[src/rtl/seq_and_driver_if.sv]
// Checker-facing bus of the sequence-AND harness: stimulus out (en, signal_1/2), responses back (match, fail).
// The driver takes the master modport; the checker under test takes the slave modport.
interface seq_and_driver_if;
  logic en;
  logic signal_1;
  logic signal_2;
  logic match;
  logic fail;

  modport master (
    output en,
    output signal_1,
    output signal_2,
    input  match,
    input  fail
  );

  modport slave (
    input  en,
    input  signal_1,
    input  signal_2,
    output match,
    output fail
  );
endinterface : seq_and_driver_if

[src/rtl/seq_and_driver.sv]
// Stimulus/scoring harness for a sequence-AND checker: drives one programmed run, collects sticky
// match/fail responses and keeps run/error statistics. Define SEQ_AND_DRIVER_LASTERR_EN to add last_err.
module seq_and_driver #(
  parameter int WINDOW  = 5,
  parameter int OBS_CYC = 4,
  parameter int CNT_W   = 8
) (
  input  logic              clk,
  input  logic              rst_n,
  input  logic              start,
  input  logic [WINDOW-1:0] pat_1,
  input  logic [WINDOW-1:0] pat_2,
  input  logic              exp_match,
  input  logic              exp_fail,
  seq_and_driver_if.master  chk,
  output logic              busy,
  output logic              done,
  output logic              pass,
  output logic [CNT_W-1:0]  run_cnt,
  output logic [CNT_W-1:0]  err_cnt
`ifdef SEQ_AND_DRIVER_LASTERR_EN
  ,
  output logic [1:0]        last_err
`endif
);

  localparam int IDX_W = (WINDOW  > 1) ? $clog2(WINDOW)  : 1;
  localparam int OBS_W = (OBS_CYC > 1) ? $clog2(OBS_CYC) : 1;

  localparam logic [IDX_W-1:0] LAST_IDX = IDX_W'(WINDOW - 1);
  localparam logic [OBS_W-1:0] LAST_OBS = OBS_W'(OBS_CYC - 1);
  localparam logic [CNT_W-1:0] CNT_MAX  = {CNT_W{1'b1}};

  typedef enum logic [1:0] {
    S_IDLE,
    S_DRIVE,
    S_OBSERVE,
    S_CHECK
  } state_e;

  state_e state_q, state_d;

  logic [IDX_W-1:0]  idx_q, idx_d, idx_nxt;
  logic [OBS_W-1:0]  obs_q, obs_d;
  logic              seen_match_q, seen_match_d;
  logic              seen_fail_q, seen_fail_d;
  logic              en_q, en_d;
  logic              sig1_q, sig1_d;
  logic              sig2_q, sig2_d;
  logic              done_q, done_d;
  logic              pass_q, pass_d;
  logic [CNT_W-1:0]  run_cnt_q, run_cnt_d;
  logic [CNT_W-1:0]  err_cnt_q, err_cnt_d;

  // Run configuration captured at start; only read while busy.
  logic [WINDOW-1:0] pat1_q, pat1_d;
  logic [WINDOW-1:0] pat2_q, pat2_d;
  logic              exp_match_q, exp_match_d;
  logic              exp_fail_q, exp_fail_d;

  logic              match_ok;
  logic              fail_ok;

`ifdef SEQ_AND_DRIVER_LASTERR_EN
  logic [1:0]        last_err_q, last_err_d;
`endif

  // Next-state and registered-output logic.
  always_comb begin
    // NOTE: every variable gets a default before the case so no path leaves it unassigned (no latches).
    state_d      = state_q;
    idx_d        = idx_q;
    obs_d        = obs_q;
    seen_match_d = seen_match_q;
    seen_fail_d  = seen_fail_q;
    pass_d       = pass_q;
    run_cnt_d    = run_cnt_q;
    err_cnt_d    = err_cnt_q;
    pat1_d       = pat1_q;
    pat2_d       = pat2_q;
    exp_match_d  = exp_match_q;
    exp_fail_d   = exp_fail_q;
    en_d         = 1'b0;
    sig1_d       = 1'b0;
    sig2_d       = 1'b0;
    done_d       = 1'b0;
    idx_nxt      = idx_q + 1'b1;
    match_ok     = (seen_match_q == exp_match_q);
    fail_ok      = (seen_fail_q  == exp_fail_q);
`ifdef SEQ_AND_DRIVER_LASTERR_EN
    last_err_d   = last_err_q;
`endif

    unique case (state_q)
      S_IDLE: begin
        if (start) begin
          pat1_d       = pat_1;
          pat2_d       = pat_2;
          exp_match_d  = exp_match;
          exp_fail_d   = exp_fail;
          seen_match_d = 1'b0;
          seen_fail_d  = 1'b0;
          idx_d        = '0;
          en_d         = 1'b1;
          sig1_d       = pat_1[0];
          sig2_d       = pat_2[0];
          state_d      = S_DRIVE;
        end
      end

      S_DRIVE: begin
        seen_match_d = seen_match_q | chk.match;
        seen_fail_d  = seen_fail_q  | chk.fail;
        if (idx_q == LAST_IDX) begin
          obs_d   = '0;
          state_d = S_OBSERVE;
        end else begin
          idx_d  = idx_nxt;
          sig1_d = pat1_q[idx_nxt];
          sig2_d = pat2_q[idx_nxt];
        end
      end

      S_OBSERVE: begin
        seen_match_d = seen_match_q | chk.match;
        seen_fail_d  = seen_fail_q  | chk.fail;
        if (obs_q == LAST_OBS) begin
          state_d = S_CHECK;
        end else begin
          obs_d = obs_q + 1'b1;
        end
      end

      S_CHECK: begin
        pass_d  = match_ok && fail_ok;
        done_d  = 1'b1;
        state_d = S_IDLE;
        if (run_cnt_q != CNT_MAX) begin
          run_cnt_d = run_cnt_q + 1'b1;
        end
        if (!(match_ok && fail_ok) && (err_cnt_q != CNT_MAX)) begin
          err_cnt_d = err_cnt_q + 1'b1;
        end
`ifdef SEQ_AND_DRIVER_LASTERR_EN
        if (!(match_ok && fail_ok)) begin
          last_err_d = {!fail_ok, !match_ok};
        end
`endif
      end

      default: begin
        state_d = S_IDLE;
      end
    endcase
  end

  // Control and status state; reset aborts any run without a done pulse.
  always_ff @(posedge clk) begin
    // NOTE: sequential state uses non-blocking assignments so every flop samples pre-edge values.
    if (!rst_n) begin
      state_q      <= S_IDLE;
      idx_q        <= '0;
      obs_q        <= '0;
      seen_match_q <= 1'b0;
      seen_fail_q  <= 1'b0;
      en_q         <= 1'b0;
      sig1_q       <= 1'b0;
      sig2_q       <= 1'b0;
      done_q       <= 1'b0;
      pass_q       <= 1'b0;
      run_cnt_q    <= '0;
      err_cnt_q    <= '0;
`ifdef SEQ_AND_DRIVER_LASTERR_EN
      last_err_q   <= 2'b00;
`endif
    end else begin
      state_q      <= state_d;
      idx_q        <= idx_d;
      obs_q        <= obs_d;
      seen_match_q <= seen_match_d;
      seen_fail_q  <= seen_fail_d;
      en_q         <= en_d;
      sig1_q       <= sig1_d;
      sig2_q       <= sig2_d;
      done_q       <= done_d;
      pass_q       <= pass_d;
      run_cnt_q    <= run_cnt_d;
      err_cnt_q    <= err_cnt_d;
`ifdef SEQ_AND_DRIVER_LASTERR_EN
      last_err_q   <= last_err_d;
`endif
    end
  end

  // NOTE: the run configuration is left unreset; it is always loaded at start before anything reads it.
  always_ff @(posedge clk) begin
    pat1_q      <= pat1_d;
    pat2_q      <= pat2_d;
    exp_match_q <= exp_match_d;
    exp_fail_q  <= exp_fail_d;
  end

  assign chk.en       = en_q;
  assign chk.signal_1 = sig1_q;
  assign chk.signal_2 = sig2_q;
  assign busy         = (state_q != S_IDLE);
  assign done         = done_q;
  assign pass         = pass_q;
  assign run_cnt      = run_cnt_q;
  assign err_cnt      = err_cnt_q;
`ifdef SEQ_AND_DRIVER_LASTERR_EN
  assign last_err     = last_err_q;
`endif

endmodule : seq_and_driver

[src/flat_wrapper.sv]
// flat-port wrapper written by rule: the top's interface ports become plain ports
module seq_and_driver_flat 
#(
  parameter int WINDOW  = 5,
  parameter int OBS_CYC = 4,
  parameter int CNT_W   = 8
)
  (clk, rst_n, start, pat_1, pat_2, exp_match, exp_fail, busy, done, pass, run_cnt, err_cnt, chk_en, chk_signal_1, chk_signal_2, chk_match, chk_fail);
  seq_and_driver_if chk_i ();
  input  logic clk;
  input  logic rst_n;
  input  logic start;
  input  logic [WINDOW-1:0] pat_1;
  input  logic [WINDOW-1:0] pat_2;
  input  logic exp_match;
  input  logic exp_fail;
  output logic busy;
  output logic done;
  output logic pass;
  output logic [CNT_W-1:0] run_cnt;
  output logic [CNT_W-1:0] err_cnt;
  output wire logic [$bits(chk_i.en)-1:0] chk_en;
  output wire logic [$bits(chk_i.signal_1)-1:0] chk_signal_1;
  output wire logic [$bits(chk_i.signal_2)-1:0] chk_signal_2;
  input wire logic [$bits(chk_i.match)-1:0] chk_match;
  input wire logic [$bits(chk_i.fail)-1:0] chk_fail;
  assign chk_en = chk_i.en;
  assign chk_signal_1 = chk_i.signal_1;
  assign chk_signal_2 = chk_i.signal_2;
  assign chk_i.match = chk_match;
  assign chk_i.fail = chk_fail;
  seq_and_driver #(.WINDOW(WINDOW), .OBS_CYC(OBS_CYC), .CNT_W(CNT_W)) u_core (.clk(clk), .rst_n(rst_n), .start(start), .pat_1(pat_1), .pat_2(pat_2), .exp_match(exp_match), .exp_fail(exp_fail), .chk(chk_i), .busy(busy), .done(done), .pass(pass), .run_cnt(run_cnt), .err_cnt(err_cnt));
endmodule
[config.mk]
export PLATFORM = sky130hd
export DESIGN_NAME = seq_and_driver_flat
export DESIGN_NICKNAME = d
export VERILOG_FILES = /design/src/rtl/seq_and_driver_if.sv /design/src/rtl/seq_and_driver.sv /design/src/flat_wrapper.sv
export SDC_FILE = /design/constraint.sdc
export NUM_CORES = 1
export LEC_CHECK = 0
export ABC_AREA = 1
export BUFFER_PORTS_ARGS = -buffer_cell sky130_fd_sc_hd__buf_2
export CORE_MARGIN = 5
export CORE_UTILIZATION = 40
export CTS_CLUSTER_SIZE = 8
export DETAILED_ROUTE_END_ITERATION = 8
export SYNTH_ARGS = -nofsm -noshare
export SYNTH_HDL_FRONTEND = slang
export SYNTH_SLANG_ARGS = --single-unit
[constraint.sdc]
create_clock -name clk -period 1.7 [get_ports clk]
set_input_delay 0.085 -clock clk [delete_from_list [all_inputs] [get_ports clk]]
set_output_delay 0.085 -clock clk [all_outputs]
set_load 0.05 [all_outputs]
======== Word level (Yosys, flattened, before mapping) ========
Index checks and enable logic that the tools add are counted.
word-level totals
  input bits .............................. 17
  logic and storage cells ................. 79
  flip-flop bits (word level) ............. 42
operators by class
  equal/unequal tests ..................... 14
  reduce and logical (&&, ||, !) cells .... 17
  mux-type cells .......................... 25
  bitwise gates (word level) .............. 2
  $add $sub $neg .......................... 4
  order comparisons ....................... 1
operators by type and width
  cell                 number
  $add 8x1->8 const B  2
  $ne 8x8->1 const B   2
  $mux 2               5
  $reduce_and 2->1     5
  $mux 1               9
  $reduce_and 3->1     3
  $pmux 1 s2           4
  $pmux 2 s4           1
  $reduce_bool 2->1    4
  $bmux 1 s3           2
  $eq 2x2->1 const B   3
  $mux 3               2
  $ne 2x2->1 const B   3
  $pmux 3 s2           1
  $lt 3x4->1 const B   1
  $ne 2x1->1 const B   2
  $pmux 2 s2           1
  $add 3x1->3 const B  1
  $eq 3x3->1 const B   1
  $add 2x1->2 const B  1
  $eq 1x1->1           2
  $eq 2x1->1 const B   1
  $logic_and 1x1->1    2
  $logic_not 2->1      1
  other kinds (3)      4

======== Longest topological paths before layout ========
  word-level depth ........................ 5
  mapped depth ............................ 9
  gate-level depth less buffers ........... 9

======== Worst setup path after synthesis ========
OpenSTA, ideal clock, no wires.
  path type ............................... reg2reg
  start ................................... register u_core.err_cnt_q[1] (netlist: u_core.err_cnt[1])
  end ..................................... register u_core.err_cnt_q[5] (netlist: u_core.err_cnt[5])
  required time ........................... 1.634 ns
  slack ................................... 0.064 ns
  arrival time ............................ 1.570 ns
  buffers on the path ..................... 0
  period minus slack after synthesis ...... 1.636 ns
  stages on the path, launching flop included .. 8
  path through ............................ dfxtp_1 ha_1 nand3_2 inv_2 nand2_2 nand3_4 nand2_1 a21oi_2
between the ends
  cells in the longest elaborated chain, start to end .. 3
RTL lines
  element                                              line                   RTL
  from (decl)                                          seq_and_driver.sv:53   logic [CNT_W-1:0] err_cnt_q, err_cnt_d;
  from (signal assigned)                               seq_and_driver.sv:188  err_cnt_q <= err_cnt_d;
  branches (longest 3 deep; another with $add 8x1->8)  -
Parallel ways; which one is timed is not known.
A chain may end at the register's enable or synchronous reset.

======== Worst setup path after layout ========
  start ................................... register u_core.idx_q[0]
  end ..................................... register u_core.idx_q[0]
between the ends
  cells in the longest elaborated chain, start to end .. 3
RTL lines
  element                                         line                                         RTL
  from (decl)                                     seq_and_driver.sv:43                         logic [IDX_W-1:0] idx_q, idx_d, idx_nxt;
  from (signal assigned)                          seq_and_driver.sv:178                        idx_q <= idx_d;
  $add 3x1->3 or $eq 3x3->1 (tied branches)       seq_and_driver.sv:87, seq_and_driver.sv:114
  $mux 3 or $ne 2x2->1 (tied branches)            -
  $pmux 3 s2 or $reduce_and 3->1 (tied branches)  -
Several ways; a longest one is shown, not always the timed one. The select of a mux whose other input is x is not followed.

==> flow_metrics.env <==
export IMPL_worst_slew_pin_slew_ps=290
export IMPL_hold_viol=0
export IMPL_dp_slack_ps=195
export IMPL_wl_per_cell_um=11.3
export IMPL_routabilityCongestion=0.819
export IMPL_ios=39
export IMPL_insertion_delay_ps=290
export IMPL_drive_above_1_share=0.224
export IMPL_cp_common_cell="nand2_1"
export IMPL_grt_max_degree=15
export IMPL_leakage_uw=0.00116
export IMPL_cap_violations=0
export IMPL_rows=26
export IMPL_power_density_nw_per_um2=1200
export IMPL_synth_cells=262
export IMPL_layout_setup_ws_ps=166
export IMPL_syn_avg_cell_area_sq_um=7.94
export IMPL_grt_use_total=0.151
export IMPL_die_h_um=82.1
export IMPL_start_kind="flip-flop"
export IMPL_ys_seq_elements=42
export IMPL_maxSlewViolCount=0
export IMPL_yosysWarnings=0
export IMPL_cts_sinks=42
export IMPL_skew_ps=6.59
export IMPL_stdcell_area_sq_um=2630
export IMPL_final_cells=392
export IMPL_syn_nets=288
export IMPL_dpl_cell_count=372
export IMPL_crit_chain="inv_1, ha_1, nand2_1, nand2_1, o21ai_0, nand2_1, o21ai_0, a21oi_1"
export IMPL_fmaxAchievable_mhz=652
export IMPL_synth_ff_type="dfxtp_1"
export IMPL_ir_drop_v=0.000751
export IMPL_post_route_min_period_ps=1530
export IMPL_relSlewSlack=0.806
export IMPL_ctsHtreeMaxLevel=2
export IMPL_critPathRequiredTime_ps=1870
export IMPL_first_pass_iters=4
export IMPL_synth_top_area_cell="dfxtp_1"
export IMPL_grt_pass1_wl_um=7780
export IMPL_numPortBuffers=38
export IMPL_cts_made_buffers=5
export IMPL_fin_crit_sh=0.903
export IMPL_via_per_inst=4.65
export IMPL_yosysMostFrequentCell="nand2_1"
export IMPL_synthTopCellsByArea="dfxtp_1 29%, edfxtp_1 17%, nand2_1 14%, inv_1 5.6%, ha_1 5.4%"
export IMPL_routed_wl_um=4430
export IMPL_drtIter0Drc=88
export IMPL_ys_seq_area_frac=0.462
export IMPL_initial_utilization=0.410
export IMPL_endpoint_kind="flip-flop"
export IMPL_cp_max_fo=7
export IMPL_cts_root_buffer="clkbuf_8"
export IMPL_cts_clk_slew_worst_paths_ps=80
export IMPL_die_width_um=82.1
export IMPL_setup_viol=0
export IMPL_synth_distinct_cells=28
export IMPL_cts_tree="done"
export IMPL_vias=1822
export IMPL_synthTopCellsByCount="78 x nand2_1, 31 x inv_1, 30 x dfxtp_1, 20 x a21oi_1, 15 x nand3_1"
export IMPL_cts_setup_buffers=0
export IMPL_place_hpwl_um=3180
export IMPL_drc_errors=0
export IMPL_antenna_left=0
export IMPL_syn2layout_area_growth_pct=26.6
export IMPL_antennaDiodeCount=0
export IMPL_status="complete, no violations"
export IMPL_synth_area_sq_um=2080
export IMPL_design_die_area_sq_um=6740
export IMPL_async_flop_share=0
export IMPL_critPathKind="flip-flop to flip-flop"
export IMPL_crit_arrival_ps=1710
export IMPL_rsz0062_at_grt="no"
export IMPL_clock_path_buffers=2
export IMPL_cp_slowest_cell="dfxtp_1"
export IMPL_crit_path_max_incr_delay_ps=350
export IMPL_synth_top_area_frac=0.289
export IMPL_core_area_sq_um=5070
export IMPL_tns_ps=0
export IMPL_dpl_cell_area_sq_um=2380
export IMPL_overflow=0
export IMPL_grt_pass1_vias=1789
export IMPL_antenna_found_initial=0
export IMPL_holdCritPathClass="primary input to flip-flop"
export IMPL_nets=347
export IMPL_synth_edf_count=12
==> where the power goes <==
group,internal [uW],switching (uW),total (uW)
sequential,1200,74.8,1270
clock,581,348,929
combinational,291,659,949
total,2070,1080,3150
==> layout by cell type (no fill, tap or decap), types with 2 or more instances in the layout <==
cell / n
nor2_4: 2
o21ai_1: 3
inv_1: 31
xnor2_1: 3
nand3_2: 2
a21oi_2: 4
edfxtp_1: 12
nand3_1: 15
nor2_2: 3
clkbuf_8: 5
nand4_1: 8
buf_2: 38
buf_4: 5
nand2_2: 3
nand2_1: 78
nand3_4: 2
o21ai_0: 7
ha_1: 9
bufinv_16: 2
nor2_1: 14
dlygate4sd3_1: 12
dfxtp_1: 30
inv_2: 5
a21oi_1: 20
==> flip-flops by register name, summed over array words and instances, names as in the netlist <==
register	cells
u_core.err_cnt	8
u_core.run_cnt	8
u_core.pat1_q	5
u_core.pat2_q	5
u_core.idx_q	3
u_core.obs_q	2
u_core.state_q	2
u_core.chk.en	1
u_core.chk.signal_1	1
u_core.chk.signal_2	1
u_core.done	1
u_core.exp_fail_q	1
u_core.exp_match_q	1
u_core.pass	1
u_core.seen_fail_q	1
u_core.seen_match_q	1
==> cell families (layout without fill, tap and decap cells) <==
kind of cell               Yosys count  count (layout)  share of synthesized area
and+or+nand+nor                    130             130                      0.292
DFF                                 42              42                      0.462
buffers and inverters               39              99                     0.0722
AOI/OAI and AO/OA                   38              38                      0.103
adders and majority gates            9               9                     0.0541
xor gates and xnor gates             4               4                     0.0168
==> area by class of cell <==
type	count	area, sq um
fill	499	2440
multi-input combinational	181	970
sequential	42	961
timing repair buffer	55	348
inverter	36	135
tap	70	87.6
clock buffer	5	68.8
clock inverter	3	63.8
==> worst paths after layout <==
path / from / end / slack, ps / cells past startpoint
max: u_core.idx_q[0] / u_core.idx_q[0] / 170 / 8
min: chk_match / u_core.seen_match_q / 40 / 3
max reg2reg: u_core.idx_q[0] / u_core.idx_q[0] / 170 / 8
min reg2reg: u_core.seen_fail_q / u_core.seen_fail_q / 470 / 2
==> critical path: cells and delay by family (launching register included) <==
kind,cells,cell delay (ps)
AND/OR/NAND/NOR,3,340
adder cells (fa/ha/maj),1,220
AO/OA/AOI/OAI,3,390
buffers and inverters,1,120
flip-flops,1,350
==> repair_timing <==
action | 4_1_cts | 5_1_grt
resized for setup | 0 | 1
endpoints found under the setup margin | 0 | 1
endpoints found under the hold margin | 12 | 0
hold buffers | 12 | 0
==> layer usage <==
layer / up-vias / track usage / share of wire
li1: 967 / - / -
met3: 10 / 0.0358 / 0.037
met2: 31 / 0.244 / 0.46
met1: 814 / 0.189 / 0.48
met4: 0 / 0.0714 / 0.023
met5: - / 0 / 0
==> per-stage QoR <==
stage,power (uW),hold WS (ps),util
floorplan,1980,184,-
global placement,2210,262,0.469
detailed placement,2230,263,0.469
CTS,3190,36.0,0.519
global route,3340,40.3,0.519
finish,3150,44.8,0.519
No activity file was read; power rests on OpenSTA's default activity.
